## src/rtl/mem_access_unit.sv

```systemverilog
// Data-memory access unit for the MEM stage: issues one bus request per load/store,
// stalls the pipeline until ack or timeout, and formats load data for MEM/WB.
module mem_access_unit #(
  parameter int unsigned TIMEOUT = 255
) (
  input  logic        clk_i,
  input  logic        start_i,
  input  logic        MemRead_i,
  input  logic        MemWrite_i,
  input  logic [2:0]  funct3_i,
  input  logic [31:0] ALUResult_i,
  input  logic [31:0] RS2Data_i,
  input  logic        mem_ack_i,
  input  logic [31:0] mem_rdata_i,
  output logic        mem_req_o,
  output logic        mem_we_o,
  output logic [31:0] mem_addr_o,
  output logic [31:0] mem_wdata_o,
  output logic [3:0]  mem_be_o,
  output logic [31:0] RDData_o,
  output logic        stall_o,
  output logic        misalign_o,
  output logic        timeout_o
);

  localparam int unsigned CNT_W = (TIMEOUT > 1) ? $clog2(TIMEOUT) : 1;

  typedef enum logic [1:0] {IDLE, REQ, DONE} state_t;

  state_t           state, state_nx;
  logic [CNT_W-1:0] count, count_nx;
  logic [2:0]       f3_q, f3_nx;
  logic [1:0]       lane_q, lane_nx;
  logic             req_nx, we_nx, misalign_nx, timeout_nx;
  logic [31:0]      addr_nx, wdata_nx, rd_nx;
  logic [3:0]       be_nx;

  logic             access, is_store, misaligned;
  logic [31:0]      store_data;
  logic [3:0]       lane_be;

  // Load result: lane select by the saved address bits, sign or zero extend.
  function automatic logic [31:0] fmt_load(input logic [2:0] f3, input logic [1:0] lane,
                                           input logic [31:0] w);
    logic [7:0]  b;
    logic [15:0] h;
    case (lane)
      2'd0:    b = w[7:0];
      2'd1:    b = w[15:8];
      2'd2:    b = w[23:16];
      default: b = w[31:24];
    endcase
    h = lane[1] ? w[31:16] : w[15:0];
    case (f3[1:0])
      2'b00:   return f3[2] ? {24'h0, b} : {{24{b[7]}}, b};
      2'b01:   return f3[2] ? {16'h0, h} : {{16{h[15]}}, h};
      default: return w;
    endcase
  endfunction

  assign access   = MemRead_i | MemWrite_i;
  assign is_store = MemWrite_i;

  always_comb begin
    misaligned = 1'b0;
    store_data = RS2Data_i;
    lane_be    = 4'b1111;
    case (funct3_i[1:0])
      2'b00: begin
        store_data = {4{RS2Data_i[7:0]}};
        lane_be    = 4'b0001 << ALUResult_i[1:0];
      end
      2'b01: begin
        misaligned = ALUResult_i[0];
        store_data = {2{RS2Data_i[15:0]}};
        lane_be    = ALUResult_i[1] ? 4'b1100 : 4'b0011;
      end
      default: misaligned = (ALUResult_i[1:0] != 2'b00);
    endcase
  end

  // Combinational stall; forced low while held in reset.
  assign stall_o = start_i & (((state == IDLE) & access & ~misaligned) | (state == REQ));

  always_comb begin
    state_nx    = state;
    count_nx    = count;
    f3_nx       = f3_q;
    lane_nx     = lane_q;
    req_nx      = mem_req_o;
    we_nx       = mem_we_o;
    addr_nx     = mem_addr_o;
    wdata_nx    = mem_wdata_o;
    be_nx       = mem_be_o;
    rd_nx       = RDData_o;
    misalign_nx = 1'b0;
    timeout_nx  = 1'b0;
    case (state)
      IDLE: begin
        if (access) begin
          if (misaligned) begin
            misalign_nx = 1'b1;
            rd_nx       = 32'h0;
            state_nx    = DONE;
          end else begin
            req_nx   = 1'b1;
            we_nx    = is_store;
            addr_nx  = {ALUResult_i[31:2], 2'b00};
            wdata_nx = store_data;
            be_nx    = lane_be;
            f3_nx    = funct3_i;
            lane_nx  = ALUResult_i[1:0];
            count_nx = '0;
            state_nx = REQ;
          end
        end
      end
      REQ: begin
        if (mem_ack_i) begin
          req_nx = 1'b0;
          if (!mem_we_o) rd_nx = fmt_load(f3_q, lane_q, mem_rdata_i);
          state_nx = DONE;
        end else if (count == CNT_W'(TIMEOUT - 1)) begin
          req_nx     = 1'b0;
          rd_nx      = 32'h0;
          timeout_nx = 1'b1;
          state_nx   = DONE;
        end else begin
          count_nx = count + CNT_W'(1);
        end
      end
      // The frozen EX/MEM access is still presented here; leave without reissuing it.
      DONE:    state_nx = IDLE;
      default: state_nx = IDLE;
    endcase
  end

  always_ff @(posedge clk_i) begin
    if (!start_i) begin
      state       <= IDLE;
      count       <= '0;
      f3_q        <= 3'b0;
      lane_q      <= 2'b0;
      mem_req_o   <= 1'b0;
      mem_we_o    <= 1'b0;
      mem_addr_o  <= 32'h0;
      mem_wdata_o <= 32'h0;
      mem_be_o    <= 4'b0;
      RDData_o    <= 32'h0;
      misalign_o  <= 1'b0;
      timeout_o   <= 1'b0;
    end else begin
      state       <= state_nx;
      count       <= count_nx;
      f3_q        <= f3_nx;
      lane_q      <= lane_nx;
      mem_req_o   <= req_nx;
      mem_we_o    <= we_nx;
      mem_addr_o  <= addr_nx;
      mem_wdata_o <= wdata_nx;
      mem_be_o    <= be_nx;
      RDData_o    <= rd_nx;
      misalign_o  <= misalign_nx;
      timeout_o   <= timeout_nx;
    end
  end

endmodule

```

## config.mk

```make
export PLATFORM = sky130hd
export DESIGN_NAME = mem_access_unit
export DESIGN_NICKNAME = d
export VERILOG_FILES = /design/src/rtl/mem_access_unit.sv
export SDC_FILE = /design/constraint.sdc
export NUM_CORES = 1
export LEC_CHECK = 0
export ABC_AREA = 1
export ABC_CLOCK_PERIOD_IN_PS = 3000
export BUFFER_PORTS_ARGS = -buffer_cell sky130_fd_sc_hd__buf_4
export CORE_ASPECT_RATIO = 1.75
export CORE_MARGIN = 2
export CORE_UTILIZATION = 52
export CTS_CLUSTER_DIAMETER = 50
export DETAILED_ROUTE_END_ITERATION = 7
export PLACE_DENSITY = 0.89
export SLEW_MARGIN = 0
export SYNTH_ARGS = -nofsm -noshare
export SYNTH_HDL_FRONTEND = slang
export SYNTH_SLANG_ARGS = --single-unit
```

## constraint.sdc

```tcl
create_clock -name clk_i -period 3 [get_ports clk_i]
set_input_delay 0.3 -clock clk_i [delete_from_list [all_inputs] [get_ports clk_i]]
set_output_delay 0.3 -clock clk_i [all_outputs]
set_load 0.03 [all_outputs]
```

== Word-level counts from Yosys, hierarchy flattened ==
Index checks and enable logic that the tools add are counted.
Cells by class
  add/subtract/negate cells: 1
  multiply operators: 0
  div/mod/pow operators: 0
  $lt $le $gt $ge: 0
  equal/unequal tests: 13
  shift operators: 1
  multiplexer cells: 32
  bitwise operators: 8
  reduce and logical (&&, ||, !) cells: 13
Operators with widths (number)
  32-bit two-way mux: 7
  32-bit case mux with 2 select lines: 3
  8-bit two-way mux: 4
  8-bit case mux with 3 select lines: 1
  16-bit two-way mux: 1
  8-bit case mux with 2 select lines: 1
  2-bit != test, second input constant: 5
  5-bit AND reduction: 2
  8-bit by 1-bit adder with 8-bit output, second input constant: 1
  2-bit by 1-bit == test with 1-bit output, second input constant: 4
  8-bit == test, second input constant: 1
  2-bit zero test: 4
  2-bit two-way mux: 4
  4-bit case mux with 2 select lines: 1
  1-bit two-way mux: 6
  3-bit AND reduction: 2
  4-bit two-way mux: 1
  1-bit case mux with 2 select lines: 2
  2-bit case mux with 2 select lines: 1
  4-bit AND reduction: 1
  2-bit nonzero test: 2
  1-bit by 2-bit << shifter with 4-bit output, first input constant: 1
  1-bit AND: 3
  3-bit by 2-bit != test with 1-bit output, second input constant: 1
  other kinds (6): 9
Storage, ports and cells
  register bits: 117
  latch bits: 0
  bits in writable memories: 0
  bits in read-only memories: 0
  output and inout port bits: 105
  logic and storage cells: 80
  memories: 0

== Depth between registers and ports, before layout ==
  depth in word-level cells: 7
  gate-level depth with buffers: 12
  gate-level depth less buffers: 12

== Worst setup path after synthesis ==
OpenSTA, ideal clock, no wires.
  path type: in2out
  start: input port funct3_i[0]
  end: output port stall_o
  arrival: 1.542 ns
  data required time: 2.700 ns
  path slack: 1.158 ns
  cell stages on the path: 8
  path buffers: 3
  path through: buf_4 -> nand2_1 -> nand2_1 -> nand2_2 -> nand2_2 -> buf_4 -> buf_2 -> a21oi_1
Between the ends
  longest elaborated chain between the ends: 6
  elaborated cells on any way between the ends: 7
  those cells by class: eq/ne: 1; mux: 1; bitwise: 4; reduce/logical: 1
RTL lines
  from (decl): line 10  | input logic [2:0] funct3_i,
  2-bit by 1-bit == test with 1-bit output or 2-bit zero test (tied branches): line 68  | case (funct3_i[1:0])
  1-bit case mux with 2 select lines (*): line 68
  1-bit inverter (no line) (*)
  1-bit AND (*): line 83  | assign stall_o = start_i & (((state == IDLE) & access & ~misaligned) | (state == REQ));
  1-bit bitwise OR (*): line 83
  1-bit AND (*): line 83
  to (decl): line 21  | output logic stall_o,
Mark *: on every way between the ends. The rest lies on a longest branch, timed or not.

== Final worst setup path ==
  start: register state[1]
  end: output port stall_o
Between the ends
  longest elaborated chain between the ends: 5
  elaborated cells on any way between the ends: 6
  those cells by class: eq/ne: 1; bitwise: 4; reduce/logical: 1
RTL lines
  from (decl): line 30  | state_t state, state_nx;
  from (signal assigned): line 153  | state <= state_nx;
  2-bit zero test: line 83
  1-bit AND (2 in a row): line 83
  1-bit bitwise OR (*): line 83
  1-bit AND (*): line 83
Marked as above.

==> impl_results.md <==
- Status: completed
- Hold path depth: 2
- Reg2reg path depth: 12
- Post-CTS Hold Buffers: 0
- Finished Core Util: between 70% and 80%
- Worst-margin pin slew: between 600 and 700 ps
- CTS clk-pin slew, worst paths: about 50 ps
- Worst Path Required: ~2700 ps
- Setup TNS: 0 ps
- Nets: approximately 1.0k
- Layout cells sized above 1: between 20% and 30%
- Max clock buf depth: 2
- Syn Inst Count: about 730
- Final WL: 15900 um
- Capture point of the worst reg-to-reg path: RDData_o[17]
- Lkg Pwr: approximately 3.3 nW
- Total core area: 9790 um2
- RSZ-0062 raised after global routing: false
- Placer congestion estimate: between 0.9 and 1
- Commonest non-fill, non-tap cells in the layout: buf_4 (213), nand2_1 (150), dfxtp_1 (117)
- First-pass GRT wire length: ~24000 um
- Min Hold Slack: between 100 and 150 ps
- FP Rows: between 40 and 50
- Worst skew pair latency: 400 ps
- Largest fanout on the critical path: 67
- Design Power: a little under 0.005 W
- PostCTS Resize Cnt: 0
- Final Slew Violations: 0
- TritonCTS Buffers: 17
- YS warnings: 0
- PwrDens: 671 nW/um2
- Setup crit end kind: output pin
- Main flop type after synthesis: dfxtp_1
- Sequential fraction of the synthesis area: between 40% and 50%
- Io pins: roughly 210
- Setup CP Type: reg -> out
- Fin. Hold Viols: 0
- Die area: approximately 11000 um2
- Number of diodes: 0
- Commonest non-fill, non-tap cell in the layout: buf_4
- Non-filler instance count after layout: ~1.1k
- CP arrival: approximately 1900 ps
- H-tree Lvls: 4
- Clk sink count: roughly 120
- Worst Setup Start Kind: register
- Async SR Flop Fraction: 0%
- Routed vias/inst: 5.30
- Final setup fails: 0
- Initial core utilization: 53.1%
- Die Y: about 140 um
- Vias in the first global route: approximately 5.3k
- #FFs+latches synth: 117
- GRT Util Overall: between 20% and 30%
- Largest net degree at the start of global routing: 68
- Die width: between 70 and 80 um
- FF-to-FF Start: count[0]
- Synth-to-Final Area Change: 40.4%
- DRC viols: 0
- Yosys cell types: 36
- Post-synth EDFFs: 0
- I/O Buffers: 206
- Initial antenna violation count: 0
- Total grt overflow: 0
- Maximum VDD drop: around 0.00066 V
- DRT Pass-1 Iters: 6
- Hold endpoint: timeout_o
- Routed vias: roughly 5.6k
- TritonCTS clock tree: done
- Detailed Route Iter0 Violations: around 280
- Drt wl/cell: ~15 um
- Fin crit share: between 70 and 80%
- # Max-Cap Violations: 0
- Clk_skew: approximately 7.4 ps
- Syn Std Cell Area: roughly 5200 um2
- Clk root buf: clkbuf_16
- Post-Syn Area per Cell: just over 7 um2
- DP HPWL: ~11000 um
- Hold Startpoint: mem_ack_i
- Final min period: 2170 ps
- Post-CTS setup buffers: 0
- R2R Setup Slk: between 900 and 1000 ps
- HP Class: in -> reg
- FMAX: around 460 MHz
- Antenna-violating nets left: 0
- Max_slew headroom: between 50% and 60%
- Number of cells in the design after placement: 1023
## cell families after synthesis
family / after synthesis / share of synthesized area (%)
compound gates: 193 / 19.9
xor+xnor: 2 / 0.337
fa+ha+maj: 2 / 0.482
buf+inv: 107 / 8.96
flops: 117 / 45.1
other cells: 1 / 0.0722
simple gates: 309 / 25.2
## cell usage after synthesis, types with 4 or more instances
master | number | area share [%]
a21oi_1 | 91 | 8.8
a22oi_1 | 7 | 1.0
buf_2 | 11 | 1.1
buf_4 | 5 | 0.72
buf_6 | 4 | 0.87
clkbuf_1 | 26 | 1.9
dfxtp_1 | 117 | 45
inv_1 | 57 | 4.1
nand2_1 | 150 | 11
nand2_2 | 9 | 1.1
nand3_1 | 34 | 3.3
nor2_1 | 93 | 6.7
o211ai_1 | 7 | 1.0
o21ai_0 | 72 | 6.9
o22ai_1 | 7 | 0.84
or2_2 | 10 | 1.2
## how the worst max path moves through the flow
stage | from | to | slack (ps) | cells after the start
finish | state[1] | stall_o | 830 | 7
global route | state[0] | stall_o | 710 | 7
CTS | state[1] | stall_o | 830 | 7
detailed placement | funct3_i[1] | count[0] | 910 | 10
global placement | funct3_i[1] | count[6] | 990 | 10
floorplan | funct3_i[0] | stall_o | 1160 | 8
## metal layers
metal  global-route usage [%]  up-vias  share of wire (%)
li1                         -     2755                  -
met1                     29.0     2535                 35
met2                     51.8      240                 54
met3                     7.64       49                6.5
met4                     16.2        0                4.1
met5                        0        -                  0
## sequential cells by signal, summed over array words and instances (netlist names)
name	flops
RDData_o	32
count	8
f3_q	3
lane_q	2
mem_addr_o	30
mem_be_o	4
mem_req_o	1
mem_wdata_o	32
mem_we_o	1
misalign_o	1
state	2
timeout_o	1
## where the power goes
group / switching (W) / leakage, nW / internal (W)
Clock: 0.000678 / 0.284 / 0.00131
Sequential: 0.0000862 / 0.958 / 0.00169
Combinational: 0.000723 / 2.10 / 0.000406
## per-stage QoR
step	setup WS, ps	area (um2)
finish	833	7290
global route	711	7290
CTS	827	7290
detailed placement	906	6720
global placement	990	6720
floorplan	1160	5200
## worst max-delay path, cell delays in order (launching register included)
cell     delay, ps
dfxtp_1        320
nor2_2         180
inv_2           60
nor2_1         110
nand2_2         70
buf_4          320
a21oi_1        200
buf_4          180
## final cells by class
type,instances,area [um2]
clock inverters,11,135
clock buffers,19,443
multi-input cells,508,2390
repair buffers,213,1600
inverters,60,225
flip-flops and latches,117,2340
fillers,770,2500
well taps,125,156
(Power assumes the default switching activity.)
